## src/rtl/passcode_comparator.sv

```systemverilog
// Six-digit BCD keypad passcode checker: captures key press events, either
// programs a new stored code or compares entered digits against it.
module passcode_comparator #(
    parameter logic [23:0] DEFAULT_CODE = 24'h000000
) (
    input  logic       clk,
    input  logic       reset,
    input  logic       key_pressed,
    input  logic [3:0] bcd,
    input  logic       clear,
    input  logic       initialize,
    output logic [2:0] digit_count,
    output logic [5:0] cs,
    output logic [5:0] passward_led,
    output logic       correct
);

    logic        key_prev_r;
    logic [23:0] code_r;
    logic        mismatch_r;

    logic        press_s;
    logic        accept_s;
    logic [3:0]  stored_digit_s;
    logic        mismatch_next_s;
    logic [23:0] code_next_s;

    // Rising edge of the key level; a held key yields a single event.
    always_comb begin
        press_s  = key_pressed & ~key_prev_r;
        accept_s = press_s & (digit_count < 3'd6) & (bcd <= 4'd9) & ~clear;
    end

    // Stored digit for the slot the next accepted digit lands in.
    always_comb begin
        stored_digit_s = 4'h0;
        case (digit_count)
            3'd0:    stored_digit_s = code_r[3:0];
            3'd1:    stored_digit_s = code_r[7:4];
            3'd2:    stored_digit_s = code_r[11:8];
            3'd3:    stored_digit_s = code_r[15:12];
            3'd4:    stored_digit_s = code_r[19:16];
            3'd5:    stored_digit_s = code_r[23:20];
            default: stored_digit_s = 4'h0;
        endcase
        mismatch_next_s = mismatch_r | (bcd != stored_digit_s);
    end

    // Stored code with the current slot replaced by the entered digit.
    always_comb begin
        code_next_s = code_r;
        for (int k = 0; k < 6; k++) begin
            if (digit_count == 3'(k)) begin
                code_next_s[k*4 +: 4] = bcd;
            end else begin
                code_next_s[k*4 +: 4] = code_r[k*4 +: 4];
            end
        end
    end

    // One-hot slot select; all zero once six digits are in.
    always_comb begin
        cs = 6'b000000;
        case (digit_count)
            3'd0:    cs = 6'b000001;
            3'd1:    cs = 6'b000010;
            3'd2:    cs = 6'b000100;
            3'd3:    cs = 6'b001000;
            3'd4:    cs = 6'b010000;
            3'd5:    cs = 6'b100000;
            default: cs = 6'b000000;
        endcase
    end

    // Entry state: reset beats clear, clear beats a simultaneous press.
    always_ff @(posedge clk) begin
        if (reset) begin
            key_prev_r   <= 1'b0;
            code_r       <= DEFAULT_CODE;
            mismatch_r   <= 1'b0;
            digit_count  <= 3'd0;
            passward_led <= 6'b000000;
            correct      <= 1'b0;
        end else begin
            key_prev_r <= key_pressed;
            if (clear) begin
                mismatch_r   <= 1'b0;
                digit_count  <= 3'd0;
                passward_led <= 6'b000000;
                correct      <= 1'b0;
            end else if (accept_s) begin
                digit_count  <= digit_count + 3'd1;
                passward_led <= {passward_led[4:0], 1'b1};
                if (initialize) begin
                    code_r <= code_next_s;
                end else begin
                    mismatch_r <= mismatch_next_s;
                    // Sixth digit decides the verdict, including its own compare.
                    if ((digit_count == 3'd5) && !mismatch_next_s) begin
                        correct <= 1'b1;
                    end
                end
            end
        end
    end

endmodule

```

## config.mk

```make
export PLATFORM = sky130hd
export DESIGN_NAME = passcode_comparator
export DESIGN_NICKNAME = d
export VERILOG_FILES = /design/src/rtl/passcode_comparator.sv
export SDC_FILE = /design/constraint.sdc
export NUM_CORES = 1
export LEC_CHECK = 0
export ABC_AREA = 1
export BUFFER_PORTS_ARGS = -buffer_cell sky130_fd_sc_hd__buf_2
export CAP_MARGIN = 20
export CORE_UTILIZATION = 25
export CTS_CLUSTER_SIZE = 28
export DETAILED_ROUTE_END_ITERATION = 12
export PLACE_DENSITY_LB_ADDON = 0.1
export SLEW_MARGIN = 20
export SYNTH_ARGS = -nofsm -noshare
export SYNTH_HDL_FRONTEND = slang
export SYNTH_SLANG_ARGS = --single-unit
```

## constraint.sdc

```tcl
create_clock -name clk -period 3.1 [get_ports clk]
set_input_delay 0.62 -clock clk [delete_from_list [all_inputs] [get_ports clk]]
set_output_delay 0.62 -clock clk [all_outputs]
set_load 0.01 [all_outputs]
```

==> metrics.md, run 1 <==
| Metric | Value |
|---|---|
| HP Class | `flip-flop to flip-flop` |
| Reg area | `roughly 720 sq um` |
| Metal-1 WL | `2380 um` |
| Crit path kind | `flip-flop to primary output` |
| Pwr dens | `roughly 480 nW/um^2` |
| CP arrival | `roughly 1.6 ns` |
| Vias in the first global route | `1,472` |
| Top post-synthesis cells by area | `dfxtp_1 (41%), nand2_1 (15%), nand3_1 (13%)` |
| Drt via density | `4.38` |
| Initial antenna violation count | `0` |
| Startpoint Class | `flip-flop` |
| Antenna Violating Nets Remaining | `0` |
| # diodes | `0` |
| Initial Utilization | `between 20% and 30%` |
| Fin area | `2060 sq um` |
| Largest family of logic cells by synthesized area | `simple AND/OR/NAND/NOR gates` |
| Setup violators final | `0` |
| R2R cell count | `12` |
| Cell taking the most area after synthesis | `dfxtp_1` |
| Mean post-synth cell area | `6.85 sq um` |
| WP data required | `approximately 2.5 ns` |
| Reg2reg end | `correct` |
| DP Area | `between 1500 and 2000 sq um` |
| CTS Buf Count | `5` |
| CP Max Fanout | `8` |
| Fin nets | `288` |
| GRT Util Overall | `13.7%` |
| Period minus WS final | `~2.2 ns` |
| Register bit count reported by yosys | `36` |
| Dpl hpwl | `3180 um` |
| XOR/XNOR Fraction of Synth Area | `0%` |
| DR pass1 iterations | `4` |
| Resize count post-CTS | `0` |
| Post-DR wirelength/cell | `12.5 um` |
| Die area | `roughly 7400 sq um` |
| Clk_lat worst skew | `a little under 0.3 ns` |
| IO Count | `25` |
| Setup TNS | `0 ns` |
| Port Buf Inserts | `24` |
| Hold path endpoint | `correct` |
| Post-synth top area share | `40.9%` |
| Drt drc | `0` |
| Pin count of the biggest net entering global routing | `31` |
| Max-cap check violation count | `0` |
| DR WL met2 | `around 2100 um` |
| Unrepaired setup endpoints after global routing | `no` |
| Grt total ovfl | `0` |
| DIE HEIGHT | `85.9 um` |
| Pwr Total | `between 0.9 and 1 mW` |
| Crit Reg-Reg Startpoint | `digit_count[1]` |
| VDD IR max | `between 0.15 and 0.2 mV` |
| CTS Buffer Depth | `2` |
| FF-to-FF setup slack | `~1.2 ns` |
| Net Count, Synth | `271` |
| DIE WIDTH | `about 86 um` |
| Via count | `approximately 1,600` |
| Initial DRC count | `62` |
| Share of post-route cells with drive strength above 1 | `around 16%` |
| Area taken by multi-input logic gates | `approximately 870 sq um` |
| Hold_sp | `correct` |
| CTS root buf | `clkbuf_8` |
| Max-slew headroom | `between 60 and 70%` |
| Psw | `between 0.2 and 0.25 mW` |
| # fillers | `770` |
| Cell area after synthesis | `1760 sq um` |
| Final slew viol count | `0` |
| TritonCTS clock tree | `done` |
| Sw Share | `a little under a quarter` |
| Core Area | `just under 7000 sq um` |
| P_int | `just under 0.8 mW` |
| Syn Inst Count | `about 260` |
| Setup bufs post-CTS | `0` |
| Status | `finished clean` |
| Mux cell area share after synthesis | `0%` |
| Row count | `30` |
| Crit end category | `primary output` |
| Gpl congestion | `0.709` |
| Top sig layer | `met4` |
| Commonest cells after routing, fill and taps aside | `nand2_1 (71), nand3_1 (44), dfxtp_1 (36)` |
| Clk_skew | `roughly 0.0083 ns` |
| Crit share post-route | `slightly above 70%` |
| Clk slew on worst S/H paths | `~0.08 ns` |
| Final wirelength | `roughly 4700 um` |
| Yosys warns | `0` |
| Fmax | `approximately 450 MHz` |
| Simple-gate share of the synthesized area | `34.0%` |
| H-tree Lvls | `2` |
| Adder-cell share of the synthesized area | `between 3 and 4%` |
| WHS Path Cells | `2` |
| Synth unique cells | `19` |
| Seq/Total Area, Yosys | `about two fifths` |
| Synth Area in Compound Gates | `11.8%` |
| Area growth, synth to finish | `16.9%` |
| Met3 Routed Length | `110 um` |
| Commonest non-fill, non-tap cell in the layout | `nand2_1` |
| First-pass GRT wire length | `between 7000 and 8000 um` |
| Final Hold Viols | `0` |
| Leakage power | `about 0.86 nW` |
| Clock Sink Count | `36` |
| Flop pwr share | `~47%` |
| Post-CTS Hold Fix Bufs | `0` |
| Clock network fraction of total power | `46.1%` |
| Slew @ Worst Pin | `around 0.52 ns` |
| Power share of the combinational group | `6.8%` |
| Final Util | `just over 30%` |
==> synth_stat cells <==
library cell and n:
nand2_1 71, nand3_1 44, buf_4 1, nor2_4 1, ha_1 5, buf_2 4, nor3_1 2, o21ai_1 1
o21a_1 1, inv_1 18, buf_6 2, a21oi_1 32, dfxtp_1 36, clkbuf_1 9, nor2_1 14, o21ai_0 7
nor2_2 3, nor2_8 1, inv_2 5
==> registers in the layout, indices dropped and copies added (netlist names) <==
signal	count
code_r	24
passward_led	6
digit_count	3
correct	1
key_prev_r	1
mismatch_r	1
==> layout make-up <==
type / count / area share [%]
clock inverters: 1 / 1.46
clock buffers: 7 / 4.68
multi-input cells: 182 / 42.2
well taps: 96 / 5.84
inverters: 23 / 4.19
repair buffers: 26 / 6.57
flip-flops and latches: 36 / 35.0
==> how the worst max path moves through the flow <==
stage                        start         to  slack [ns]  depth (start not counted)
global route        digit_count[1]      cs[0]        0.73                          5
finish              digit_count[1]      cs[0]        0.86                          5
detailed placement           clear  code_r[8]        0.85                          9
global placement             clear  code_r[4]        0.90                          9
floorplan           digit_count[2]      cs[3]        1.33                          5
CTS                 digit_count[1]      cs[0]        0.84                          5
==> stage by stage <==
step | hold WS (ns) | worst slack, ns | instances
CTS | 0.460 | 0.840 | 371
detailed placement | 0.448 | 0.851 | 363
global placement | 0.442 | 0.898 | 363
floorplan | 0.436 | 1.33 | 257
finish | 0.450 | 0.863 | 371
global route | 0.488 | 0.731 | 371
==> critical path: stages, from the launching register on <==
cell     delay, ns
dfxtp_1       0.35
inv_1         0.13
ha_1          0.37
inv_1         0.13
nor2_4        0.19
buf_2         0.17
==> power by group through the flow <==
stage	sequential, mW	combinational [mW]	clock (mW)
after floorplan	0.481	0.0468	0
after global placement	0.480	0.0695	0
after detailed placement	0.480	0.0693	0
after CTS	0.469	0.0695	0.475
after global routing	0.470	0.0763	0.494
final	0.469	0.0681	0.461
==> cells by family after synthesis <==
group | count (synthesis)
AND/OR/NAND/NOR | 136
AO/OA/AOI/OAI | 41
flip-flops | 36
buffers and inverters | 39
adder cells (fa/ha/maj) | 5
==> per-layer routing <==
metal  track usage [%]  vias up
li1                  -      861
met1              18.5      735
met2              21.2       20
met3              3.46        8
met4              5.00        0
met5                 0        -
Power figures use the tool's default switching activity.
==> inputs of run 2 (changes only) <==
--- a/config.mk
+++ b/config.mk
@@ -5,7 +5,7 @@
 export SDC_FILE = /design/constraint.sdc
 export NUM_CORES = 1
 export LEC_CHECK = 0
-export ABC_AREA = 1
+export ABC_AREA = 0
 export BUFFER_PORTS_ARGS = -buffer_cell sky130_fd_sc_hd__buf_2
 export CAP_MARGIN = 20
 export CORE_UTILIZATION = 25
==> constraint.sdc (replaced) <==
create_clock -name clk -period 1.95 [get_ports clk]
set_input_delay 0.39 -clock clk [delete_from_list [all_inputs] [get_ports clk]]
set_output_delay 0.39 -clock clk [all_outputs]
set_load 0.01 [all_outputs]
==> metrics.md, run 2 <==
| Metric | Value |
|---|---|
| Status | `finished, violations left` |
| Failing checks | `design-rule violations, negative setup slack` |
| Fin nets | `around 240` |
| Final worst slack | `-0.0161 ns` |
| CP arrival | `between 2 and 2.5 ns` |
| Gpl congestion | `between 0.8 and 0.9` |
| Area taken by multi-input logic gates | `~890 sq um` |
| Top post-synthesis cells by area | `dfxtp_1 (43%), mux2i_1 (14%), nor2_1 (6.7%)` |
| Reg area | `around 730 sq um` |
| Commonest non-fill, non-tap cell in the layout | `dfxtp_1` |
| Register bit count reported by yosys | `36` |
| Crit path kind | `flip-flop to flip-flop` |
| Synth unique cells | `37` |
| Period minus WS final | `1.97 ns` |
| Drt drc | `3` |
| Initial antenna violation count | `0` |
| DR pass1 iterations | `8` |
| Initial Utilization | `26.2%` |
| Clk slew on worst S/H paths | `about 0.08 ns` |
| Port Buf Inserts | `24` |
| Post-synth EDFFs | `0` |
| First-pass GRT wire length | `around 7200 um` |
| Worst slack, placed | `-0.0644 ns` |
| Cell taking the most area after synthesis | `dfxtp_1` |
| Synth Flop Type | `dfxtp_1` |
| GRT Util Overall | `between 10 and 15%` |
| Max-slew headroom | `between 60% and 70%` |
| Vias in the first global route | `approximately 1,400` |
| Largest Register | `code_r` |
| Yosys warns | `0` |
| Crit share post-route | `101%` |
| Die area | `7060 sq um` |
| Slew @ Worst Pin | `around 0.5 ns` |
| Fmax | `between 500 and 600 MHz` |
| CTS Buffer Depth | `2` |
| Final wirelength | `4240 um` |
| Leakage power | `a little over 0.9 nW` |
| TritonCTS clock tree | `done` |
| Final Hold Viols | `0` |
| DP Cell Count | `about 300` |
| VDD IR max | `0.309 mV` |
| H-tree Lvls | `2` |
| Top cells by count, synth | `dfxtp_1 (36), nor2_1 (30), mux2i_1 (23)` |
| Seq/Total Area, Yosys | `between 40 and 50%` |
| Startpoint Class | `flip-flop` |
| Pwr Total | `about 1.7 mW` |
| Share of post-route cells with drive strength above 1 | `about a third` |
| Antenna Violating Nets Remaining | `0` |
| Final slew viol count | `0` |
| FFs w/ async S/R, synth | `0%` |
| # diodes | `0` |
| HP Class | `input port to flip-flop` |
| IO Count | `25` |
| Clock Sink Count | `36` |
| CTS Buf Count | `5` |
| Drt via density | `4.71` |
| Clk_lat worst skew | `between 0.2 and 0.3 ns` |
| Unrepaired setup endpoints after global routing | `yes` |
| Mean post-synth cell area | `~9.0 sq um` |
| CTS root buf | `clkbuf_8` |
| Setup violators final | `1` |
| Commonest cells after routing, fill and taps aside | `dfxtp_1 (33), nor2_1 (30), buf_2 (24)` |
| Row count | `29` |
| Most frequent cell after synthesis | `dfxtp_1` |
| Top flop regs | `code_r x24, passward_led x6, digit_count x3` |
| Area growth, synth to finish | `30.2%` |
| Grt total ovfl | `0` |
| DIE WIDTH | `84.0 um` |
| Max-cap check violation count | `0` |
| Final non-filler cell total | `about 300` |
| Net Count, Synth | `202` |
| Core Area | `approximately 6400 sq um` |
| Post-synth top area share | `between 40% and 50%` |
| Syn Inst Count | `roughly 190` |
| WP data required | `approximately 2.1 ns` |
| Post-DR wirelength/cell | `14.0 um` |
| Setup TNS | `-0.0161 ns` |
| Number of flip-flops in the largest register | `24` |
| Pin count of the biggest net entering global routing | `28` |
| Cell area after synthesis | `~1700 sq um` |
| Initial DRC count | `51` |
| CP Max Fanout | `4` |
| DIE HEIGHT | `around 84 um` |
| Pwr dens | `just under 800 nW/um^2` |
| # fillers | `between 600 and 700` |
| Crit end category | `flip-flop` |
| Clk_skew | `just over 0.006 ns` |
| Via count | `around 1,400` |
| Dpl hpwl | `approximately 3300 um` |
run 2: changes by cell type in the layout (fill, tap and decap cells not counted), sizes merged, moves of 3 or more:
cell | previous run | this run
nand2 | 71 | 12
nand3 | 44 | 3
mux2i | 0 | 23
a21oi | 32 | 12
buf | 26 | 46
inv | 23 | 7
nor2 | 19 | 30
nor2b | 0 | 6
nor3b | 0 | 4
a22o | 0 | 3
run 2: cell families (layout without fill, tap and decap cells):
group	Yosys count	count (layout)	share of synthesized area, %
muxes	24	24	14.6
DFF	36	36	42.8
AOI/OAI and AO/OA	36	36	14.3
xor gates and xnor gates	3	3	1.56
and+or+nand+nor	61	61	17.3
buffers and inverters	23	61	5.73
adders and majority gates	5	5	3.72
run 2: layout make-up:
type                    count  area share (%)
clock inverters             3            4.11
well taps                  77            4.40
clock buffers               5            3.14
inverters                   7            1.20
repair buffers             46            13.0
multi-input cells         129            40.8
flip-flops and latches     36            33.3
run 2: worst paths after layout:
kind / from / to / slack, ns / cells after the start
min reg2reg: passward_led[0] / passward_led[0] / 0.48 / 2
max reg2reg: digit_count[0] / mismatch_r / -0.02 / 7
max: digit_count[0] / mismatch_r / -0.02 / 7
min: key_pressed / key_prev_r / 0.33 / 2
run 2: metrics by stage:
| step | hold slack [ns] | instance area, sq um | utilization [%] |
|---|---|---|---|
| floorplan | 0.453 | 1700 | - |
| global placement | 0.453 | 2000 | 31.2 |
| detailed placement | 0.463 | 2000 | 31.2 |
| CTS | 0.327 | 2170 | 33.7 |
| global route | 0.345 | 2190 | 34.1 |
| finish | 0.330 | 2190 | 34.1 |
run 2: what timing repair did:
item,in CTS,in global routing
hold buffers,0,0
endpoints found under the setup margin,2,5
buffers inserted,0,0
resized for setup,3,5
pin swaps,2,1
run 2: metal layers:
metal  track usage (%)  wire (um)  up-vias
li1                  -          -      718
met1              15.9       1910      673
met2              22.5       2120       31
met3              2.87        169        4
met4              3.29         41        0
met5                 0          0        -
run 2: where the power goes:
group / internal (mW) / switching [mW] / leakage (nW) / total, mW
logic: 0.0374 / 0.0511 / 0.535 / 0.0885
clock network: 0.640 / 0.266 / 0.0784 / 0.906
registers: 0.737 / 0.00244 / 0.292 / 0.739
total: 1.41 / 0.320 / 0.905 / 1.73
run 2: worst max-delay path, cell delays in order, from the launching register on:
cell	delay, ns
dfxtp_4	0.36
ha_1	0.20
ha_2	0.19
a32o_1	0.21
a221oi_2	0.19
xnor2_1	0.09
or3_1	0.36
o221a_1	0.27
